### config.mk
export PLATFORM = sky130hd
export DESIGN_NAME = time_slice_sched
export DESIGN_NICKNAME = d
export VERILOG_FILES = /design/src/rtl/time_slice_pkg.sv /design/src/rtl/time_slice_window.sv /design/src/rtl/time_slice_sched.sv
export SDC_FILE = /design/constraint.sdc
export NUM_CORES = 1
export LEC_CHECK = 0
export ABC_AREA = 0
export CAP_MARGIN = 20
export CORE_MARGIN = 3
export CORE_UTILIZATION = 53
export DETAILED_ROUTE_END_ITERATION = 8
export PLACE_DENSITY_LB_ADDON = 0.12
export SLEW_MARGIN = 20
export SYNTH_ARGS = -nofsm -noshare
export SYNTH_HDL_FRONTEND = slang
export SYNTH_SLANG_ARGS = --single-unit
### constraint.sdc
create_clock -name clk -period 2.7 [get_ports clk]
set_input_delay 0.54 -clock clk [delete_from_list [all_inputs] [get_ports clk]]
set_output_delay 0.54 -clock clk [all_outputs]
set_load 0.05 [all_outputs]
### src/rtl/time_slice_pkg.sv
// Shared encodings, reset defaults and parameter sanity check for the
// time-slice scheduler.
package time_slice_pkg;

    typedef enum logic [1:0] {
        CFG_SEL_TOTAL = 2'd0,
        CFG_SEL_START = 2'd1,
        CFG_SEL_END   = 2'd2,
        CFG_SEL_MASK  = 2'd3
    } cfg_sel_e;

    // Wide defaults, truncated to CNT_WIDTH at the point of use.
    localparam logic [63:0] RST_TOTAL = '1;
    localparam logic [63:0] RST_START = '0;
    localparam logic [63:0] RST_END   = '1;
    localparam logic        RST_MASK  = 1'b0;

    function automatic bit idx_width_ok(input int num_slice, input int idx_width);
        return (num_slice >= 1) && (num_slice <= 16) && (num_slice <= (1 << idx_width));
    endfunction

endpackage

### src/rtl/time_slice_window.sv
// Combinational window test for one slice; s > e denotes a window that
// wraps across the period boundary.
module time_slice_window #(
    parameter int CNT_WIDTH = 25
) (
    input  logic [CNT_WIDTH-1:0] count,
    input  logic [CNT_WIDTH-1:0] win_start,
    input  logic [CNT_WIDTH-1:0] win_end,
    input  logic                 mask,
    output logic                 hit
);

    logic in_win;

    always_comb begin
        in_win = 1'b0;
        if (win_start <= win_end)
            in_win = (count >= win_start) && (count <= win_end);
        else
            in_win = (count >= win_start) || (count <= win_end);
    end

    assign hit = mask && in_win;

endmodule

### src/rtl/time_slice_sched.sv
// N-slice time-division scheduler: resyncable period counter, double-buffered
// per-slice windows applied atomically at period boundaries.
module time_slice_sched
    import time_slice_pkg::*;
#(
    parameter int NUM_SLICE   = 4,
    parameter int IDX_WIDTH   = 4,
    parameter int CNT_WIDTH   = 25,
    parameter int TIMER_WIDTH = 64
) (
    input  logic                   clk,
    input  logic                   rstn,
    input  logic [TIMER_WIDTH-1:0] tsf_runtime_val,
    input  logic                   beacon_end_rx,
    input  logic                   cfg_wr_en,
    input  logic [1:0]             cfg_sel,
    input  logic [IDX_WIDTH-1:0]   cfg_idx,
    input  logic [CNT_WIDTH-1:0]   cfg_data,
    input  logic                   cfg_commit,
    output logic                   commit_pending,
    output logic                   period_start,
    output logic [CNT_WIDTH-1:0]   counter_val,
    output logic [NUM_SLICE-1:0]   slice_en
);

    if (!idx_width_ok(NUM_SLICE, IDX_WIDTH)) begin : g_bad_cfg
        $error("time_slice_sched: NUM_SLICE must be 1..16 and fit in IDX_WIDTH");
    end

    logic [CNT_WIDTH-1:0] counter_reg;
    logic [CNT_WIDTH-1:0] shadow_total_reg;
    logic [CNT_WIDTH-1:0] active_total_reg;
    logic                 commit_pending_reg;
    logic                 period_start_reg;
    logic [NUM_SLICE-1:0] slice_en_reg;
    logic [NUM_SLICE-1:0] hit;
    logic                 boundary;
    logic                 transfer;
    cfg_sel_e             sel;

    assign sel      = cfg_sel_e'(cfg_sel);
    // The >= compare also catches a committed total smaller than the count.
    assign boundary = beacon_end_rx || (tsf_runtime_val == '0) ||
                      (counter_reg >= active_total_reg);
    assign transfer = boundary && (commit_pending_reg || cfg_commit);

    always_ff @(posedge clk) begin
        if (!rstn) begin
            counter_reg        <= '0;
            period_start_reg   <= 1'b0;
            slice_en_reg       <= '0;
            commit_pending_reg <= 1'b0;
            shadow_total_reg   <= CNT_WIDTH'(RST_TOTAL);
            active_total_reg   <= CNT_WIDTH'(RST_TOTAL);
        end else begin
            counter_reg      <= boundary ? '0 : counter_reg + 1'b1;
            period_start_reg <= boundary;
            slice_en_reg     <= hit;
            if (transfer)
                commit_pending_reg <= 1'b0;
            else if (cfg_commit)
                commit_pending_reg <= 1'b1;
            if (cfg_wr_en && sel == CFG_SEL_TOTAL)
                shadow_total_reg <= cfg_data;
            if (transfer)
                active_total_reg <= shadow_total_reg;
        end
    end

    // Per-slice register banks live inside the generate scope; an index
    // beyond NUM_SLICE-1 matches no slice, so such writes are dropped.
    for (genvar gi = 0; gi < NUM_SLICE; gi++) begin : g_slice
        logic [CNT_WIDTH-1:0] shadow_start_reg, shadow_end_reg;
        logic [CNT_WIDTH-1:0] active_start_reg, active_end_reg;
        logic                 shadow_mask_reg, active_mask_reg;
        logic                 slice_wr;

        assign slice_wr = cfg_wr_en && (cfg_idx == IDX_WIDTH'(gi));

        always_ff @(posedge clk) begin
            if (!rstn) begin
                shadow_start_reg <= CNT_WIDTH'(RST_START);
                shadow_end_reg   <= CNT_WIDTH'(RST_END);
                shadow_mask_reg  <= RST_MASK;
                active_start_reg <= CNT_WIDTH'(RST_START);
                active_end_reg   <= CNT_WIDTH'(RST_END);
                active_mask_reg  <= RST_MASK;
            end else begin
                if (slice_wr) begin
                    case (sel)
                        CFG_SEL_START: shadow_start_reg <= cfg_data;
                        CFG_SEL_END:   shadow_end_reg   <= cfg_data;
                        CFG_SEL_MASK:  shadow_mask_reg  <= cfg_data[0];
                        default: ;
                    endcase
                end
                // Active copy takes the pre-write shadow on a same-cycle write.
                if (transfer) begin
                    active_start_reg <= shadow_start_reg;
                    active_end_reg   <= shadow_end_reg;
                    active_mask_reg  <= shadow_mask_reg;
                end
            end
        end

        time_slice_window #(
            .CNT_WIDTH (CNT_WIDTH)
        ) u_window (
            .count     (counter_reg),
            .win_start (active_start_reg),
            .win_end   (active_end_reg),
            .mask      (active_mask_reg),
            .hit       (hit[gi])
        );
    end

    assign commit_pending = commit_pending_reg;
    assign period_start   = period_start_reg;
    assign counter_val    = counter_reg;
    assign slice_en       = slice_en_reg;

endmodule
### After elaboration in Yosys (flattened, before gate mapping)

Index checks and enable logic that the tools add are counted.
Widths: inputs -> output; s select.

| storage, ports and cells | value |
|---|---|
| input bits | 100 |
| output and inout bits | 31 |
| word-level logic and storage cells | 93 |
| bits in registers | 489 |

| cells by class | value |
|---|---|
| muxes and demuxes | 4 |
| reduce and logical (&&, ||, !) cells | 38 |
| $lt $le $gt $ge | 13 |
| bitwise operators | 1 |
| equal/unequal tests | 6 |
| add/sub/neg operators | 1 |

Operator list:

| cell | number |
|---|---|
| $le 25x25->1 | 8 |
| $ge 25x25->1 | 5 |
| $logic_not 64->1 | 1 |
| $add 25x1->25 const B | 1 |
| $reduce_and 2->1 | 12 |
| $logic_and 1x1->1 | 14 |
| $eq 4x2->1 const B | 2 |
| $logic_or 1x1->1 | 7 |
| $eq 2x2->1 const B | 2 |
| $eq 4x1->1 const B | 1 |
| $logic_not 4->1 | 1 |
| $mux 1 | 4 |
| $reduce_or 2->1 | 2 |
| $eq 2x1->1 const B | 1 |
| $logic_not 2->1 | 1 |
| $not 1->1 | 1 |

### Longest topological paths before layout

| depth | value |
|---|---|
| depth in word-level cells | 5 |
| gate-level depth with buffers | 12 |
| mapped depth without buffers | 9 |

### Cells and area by module

Synthesis repeated with hierarchy kept, for this count alone.

| unflattened totals | value |
|---|---|
| cells, all modules | 3246 |
| area total of the unflattened synthesis | 27306.2 um^2 |

By module, submodules not included:

| module | times used | area an instance (um^2) | cells an instance | seq. area each (um^2) |
|---|---|---|---|---|
| time_slice_sched | 1 | 19909.1 | 2274 | 9789.4 |
| time_slice_window | 4 | 1849.3 | 243 | 0.0 |

### Worst setup path before layout

Ideal clock, no wire load.

| path | value |
|---|---|
| kind | register to register |
| from | register counter_reg[23] (netlist: counter_val[23]) |
| to | register active_total_reg[24] |
| stages on the path, launching flop included | 10 |
| library setup time | 0.134 ns |
| arrival time | 2.706 ns |
| slack | -0.140 ns |
| required time | 2.566 ns |
| clock period less this slack | 2.840 ns |
| buffers on the path | 3 |
| path through | dfxtp_1 -> ha_1 -> a21o_1 -> a211o_1 -> nor4_4 -> a21o_1 -> buf_2 -> buf_6 -> buf_2 -> a31oi_1 |

| on the way | value |
|---|---|
| word-level cells in the longest chain between the ends | 3 |

RTL lines:

| what | line | source |
|---|---|---|
| from (decl) | time_slice_sched.sv:30 | `logic [CNT_WIDTH-1:0] counter_reg;` |
| from (signal assigned) | time_slice_sched.sv:56 | `counter_reg <= boundary ? '0 : counter_reg + 1'b1;` |
| $ge 25x25->1 | time_slice_sched.sv:44 | `(counter_reg >= active_total_reg);` |
| $logic_or 1x1->1 | time_slice_sched.sv:43 | `assign boundary = beacon_end_rx \|\| (tsf_runtime_val == '0) \|\|` |
| $logic_and 1x1->1 | time_slice_sched.sv:45 | `assign transfer = boundary && (commit_pending_reg \|\| cfg_commit);` |
| to (signal assigned) | time_slice_sched.sv:54 | `active_total_reg <= CNT_WIDTH'(RST_TOTAL);` |
| to (signal assigned) | time_slice_sched.sv:66 | `active_total_reg <= shadow_total_reg;` |
| to (decl) | time_slice_sched.sv:32 | `logic [CNT_WIDTH-1:0] active_total_reg;` |

Every way passes these cells.
A chain may end at the register's enable or synchronous reset.

### Worst setup path in the final report

| path | value |
|---|---|
| from | register counter_reg[0] (netlist: counter_val[0]) |
| to | register g_slice[2].active_end_reg[22] |

| on the way | value |
|---|---|
| word-level cells in the longest chain between the ends | 3 |

RTL lines:

| what | line | source |
|---|---|---|
| $ge 25x25->1 | time_slice_sched.sv:44 |  |
| $logic_or 1x1->1 | time_slice_sched.sv:43 |  |
| $logic_and 1x1->1 | time_slice_sched.sv:45 |  |
| to (signal assigned) | time_slice_sched.sv:86 | `active_end_reg <= CNT_WIDTH'(RST_END);` |
| to (signal assigned) | time_slice_sched.sv:100 | `active_end_reg <= shadow_end_reg;` |
| to (decl) | time_slice_sched.sv:74 | `logic [CNT_WIDTH-1:0] active_start_reg, active_end_reg;` |

Every way passes these cells.

==> qor.csv <==
metric,value,unit
Max-Cap Viols,0,
Worst Skew,26.5,ps
Synth Cell Area,0.0259,mm^2
Worst Tran Pin Value,1010,ps
Top Layer Used,met5,
routability congestion estimate,0.932,
met2 routed WL,38.9,mm
"slowest stage delay, CP",390,ps
core footprint,0.0480,mm^2
Pwr Total,16.1,mW
port bufs,130,
Max-Slew Margin vs Limit,32.7,%
largest net degree at the start of global routing,84,
register area share after synthesis,37.7,%
Die Ht,227,um
# rows,80,
hpwl dp,60.0,mm
Total Routing Usage GR,33.3,%
CP max-delay cell,dfxtp_4,
full die area,0.0516,mm^2
clk_lat worst skew,620,ps
Crit path max-delay family,compound AO/OA/AOI/OAI gates,
failing checks,negative setup slack,
first-pass GRT wire length,132,mm
CP required,3200,ps
Max Clock Freq,0.368,GHz
cells on worst reg2reg path,13,
CTS Buf Count,52,
Setup TNS,-22.9,ps
FF+latch area,0.00981,mm^2
Max H-tree Level,2,
Max Fanout on Critical Path,14,
Yosys cell types,57,
Crit Path Class,register to register,
area of the multi-input gates,0.0150,mm^2
Worst R2R Start,counter_val[0],
register clock-pin slew on the reported worst setup and hold paths,60,ps
number of fill cells,3967,
hold wc startpoint,rstn,
post-route setup slack,-13.9,ps
"most used cell, CP",buf_12,
clock tree buffer depth,3,
Startpoint Class,register,
critical path cell sequence,"inv_2, ha_1, nor2b_1, o21ai_1, nand3_1, a211oi_2, buf_4, o21ai_4, buf_12, a21o_4, buf_12, buf_16, a31oi_1",
status,"finished, violations left",
Final Util,65.7,%
CTS sink count,489,
P per Cell Area,510,mW/mm^2
gr ovfl total,0,
RSZ-0062 raised after global routing,yes,
Worst setup EP type,register,
number of flops mapped to enable cells by yosys,0,
antenna-violating nets left,0,
vias in the first global route,22900,
Hold Path End,g_slice[3].shadow_end_reg[11],
Worst R2R End,g_slice[2].active_end_reg[22],
Synth Instances,3143,
M1 WL,38.4,mm
Fin. Hold Viols,0,
WL/cell,22.8,um
DRT iter0 DRCs,2301,
layout cells sized above 1,11.0,%
CTS Root Cell,clkbuf_16,
WHS,200,ps
area growth from synthesis to layout,21.8,%
worst hold stages,2,
initial core utilization,54.0,%
Synth Net Count,3569,
via count,24300,
Critical Path AT,3210,ps
Max Slew Vio Count,0,
Syn Area/Cell,8.25,um^2
DR DRC count,0,
WL met3,8.59,mm
ys flop type,dfxtp_1,
crit share post-route,101,%
Hold Path Class,input port to register,
Ys Warns,0,
#FFs+latches synth,489,
final-report setup violation count,2,
CTS Hold Bufs,0,
"FFs w/ async S/R, synth",0,%
Horiz. Die Dim,227,um
drt pass-1 iters,5,
initial antenna violation count,4,
worst IR drop on VDD,0.000531,V
I/O pins,131,
Via density,6.15,
worst reg-to-reg setup slack,-10,ps
post-layout min period,2710,ps
final wirelength,90.2,mm
Leakage,14.8,nW
Nets,3724,
CTS tree,yes,
worst path buffer plus inverter count,5,
-- cells in the mapped netlist (13+ instances only) --
| master | count | area share [%] |
|---|---|---|
| nand3_1 | 157 | 3.0 |
| buf_6 | 23 | 1.0 |
| a2111oi_0 | 121 | 4.1 |
| buf_2 | 15 | 0.29 |
| nand2_1 | 728 | 11 |
| inv_1 | 229 | 3.3 |
| nor3_1 | 22 | 0.42 |
| nand4_1 | 62 | 1.5 |
| mux2i_1 | 109 | 4.2 |
| nor2b_1 | 17 | 0.41 |
| xnor2_1 | 13 | 0.44 |
| a31oi_1 | 126 | 3.0 |
| o21ai_0 | 55 | 1.1 |
| a21o_1 | 57 | 1.6 |
| a21oi_1 | 209 | 4.0 |
| ha_1 | 326 | 16 |
| nor4_1 | 24 | 0.58 |
| nor2_1 | 81 | 1.2 |
| dfxtp_1 | 489 | 38 |
| clkbuf_1 | 168 | 2.4 |
-- timing repair --
item | CTS | global route
gates cloned | 1 | 11
buffers inserted | 5 | 7
endpoints found under the setup margin | 252 | 241
pin swaps | 3 | 17
resized for setup | 15 | 154
-- layout make-up --
cell class	count	share of cell area, %
diodes	1	0.00792
clock inverters	15	0.816
repair buffers	309	10.5
well taps	615	2.44
inverters	230	2.75
flip-flops and latches	489	31.0
multi-input cells	2216	47.5
clock buffers	80	4.93
-- metal layers --
metal	vias to the layer above	GRT usage (%)
met4	6	14.9
li1	11300	-
met1	11600	45.2
met5	-	0
met2	1115	50.6
met3	244	7.71
-- kinds of logic (layout without fill, tap and decap cells) --
| logic type | Yosys count | after routing | share of synthesized area, % |
|---|---|---|---|
| other | 0 | 1 | 0 |
| AND/OR/NAND/NOR | 1131 | 1131 | 18.8 |
| multiplexers | 109 | 109 | 4.21 |
| buffers and inverters | 438 | 634 | 7.07 |
| flip-flops | 489 | 489 | 37.7 |
| AO/OA/AOI/OAI | 626 | 626 | 15.6 |
| XOR/XNOR | 23 | 23 | 0.776 |
| adder cells (fa/ha/maj) | 327 | 327 | 15.8 |
-- per-stage QoR --
| step | cell area [um^2] | std cells | setup WS, ps |
|---|---|---|---|
| 2_1_floorplan | 26000 | 3143 | 9.27 |
| 3_3_place_gp | 28700 | 3835 | -502 |
| 3_5_place_dp | 28700 | 3835 | -536 |
| 4_1_cts | 30600 | 3936 | 7.46 |
| 5_1_grt | 31600 | 3954 | -152 |
| 6_report | 31600 | 3955 | -13.9 |
-- worst max-delay path by stage --
stage / startpoint / endpoint / cells past startpoint
5_1_grt: active_total_reg[20] / active_total_reg[5] / 14
4_1_cts: counter_val[0] / g_slice[2].active_end_reg[16] / 13
2_1_floorplan: counter_val[24] / active_total_reg[24] / 10
3_5_place_dp: tsf_runtime_val[9] / g_slice[2].active_end_reg[24] / 10
6_report: counter_val[0] / g_slice[2].active_end_reg[22] / 13
3_3_place_gp: tsf_runtime_val[9] / g_slice[2].active_end_reg[21] / 10
-- power by group --
| group | switching, mW | total [mW] | internal (mW) |
|---|---|---|---|
| clock | 3.06 | 7.68 | 4.62 |
| sequential | 0.0302 | 7.30 | 7.27 |
| combinational | 0.737 | 1.14 | 0.403 |
-- cell usage in the layout, fill, tap and decap left out, types with 9 or more instances in the layout --
cell type        synthesis  layout
o211ai_1                11      11
o21ai_0                 55      50
buf_4                    0     140
inv_1                  229     228
nand4_1                 62      62
xnor2_1                 13      13
xor2_1                  10      10
a2111oi_1                0      24
nor4_1                  24      20
dfxtp_1                489     478
nand3_1                157     157
ha_1                   326     325
nand2_1                728     728
clkbuf_16                0      62
clkbuf_8                 0      13
a21oi_1                209     206
buf_12                   0      29
a31oi_1                126     110
nor2b_1                 17      17
mux2i_1                109     109
nor3_1                  22      21
a2111oi_0              121      65
a2111oi_4                0       9
clkdlybuf4s50_1          0     111
a2111oi_2                0      23
dfxtp_2                  0      10
o21a_1                   9       9
clkbuf_1               168      14
nor2_1                  81      70
a31oi_4                  0      11
a21o_1                  57      56
Power figures use the tool's default switching activity.
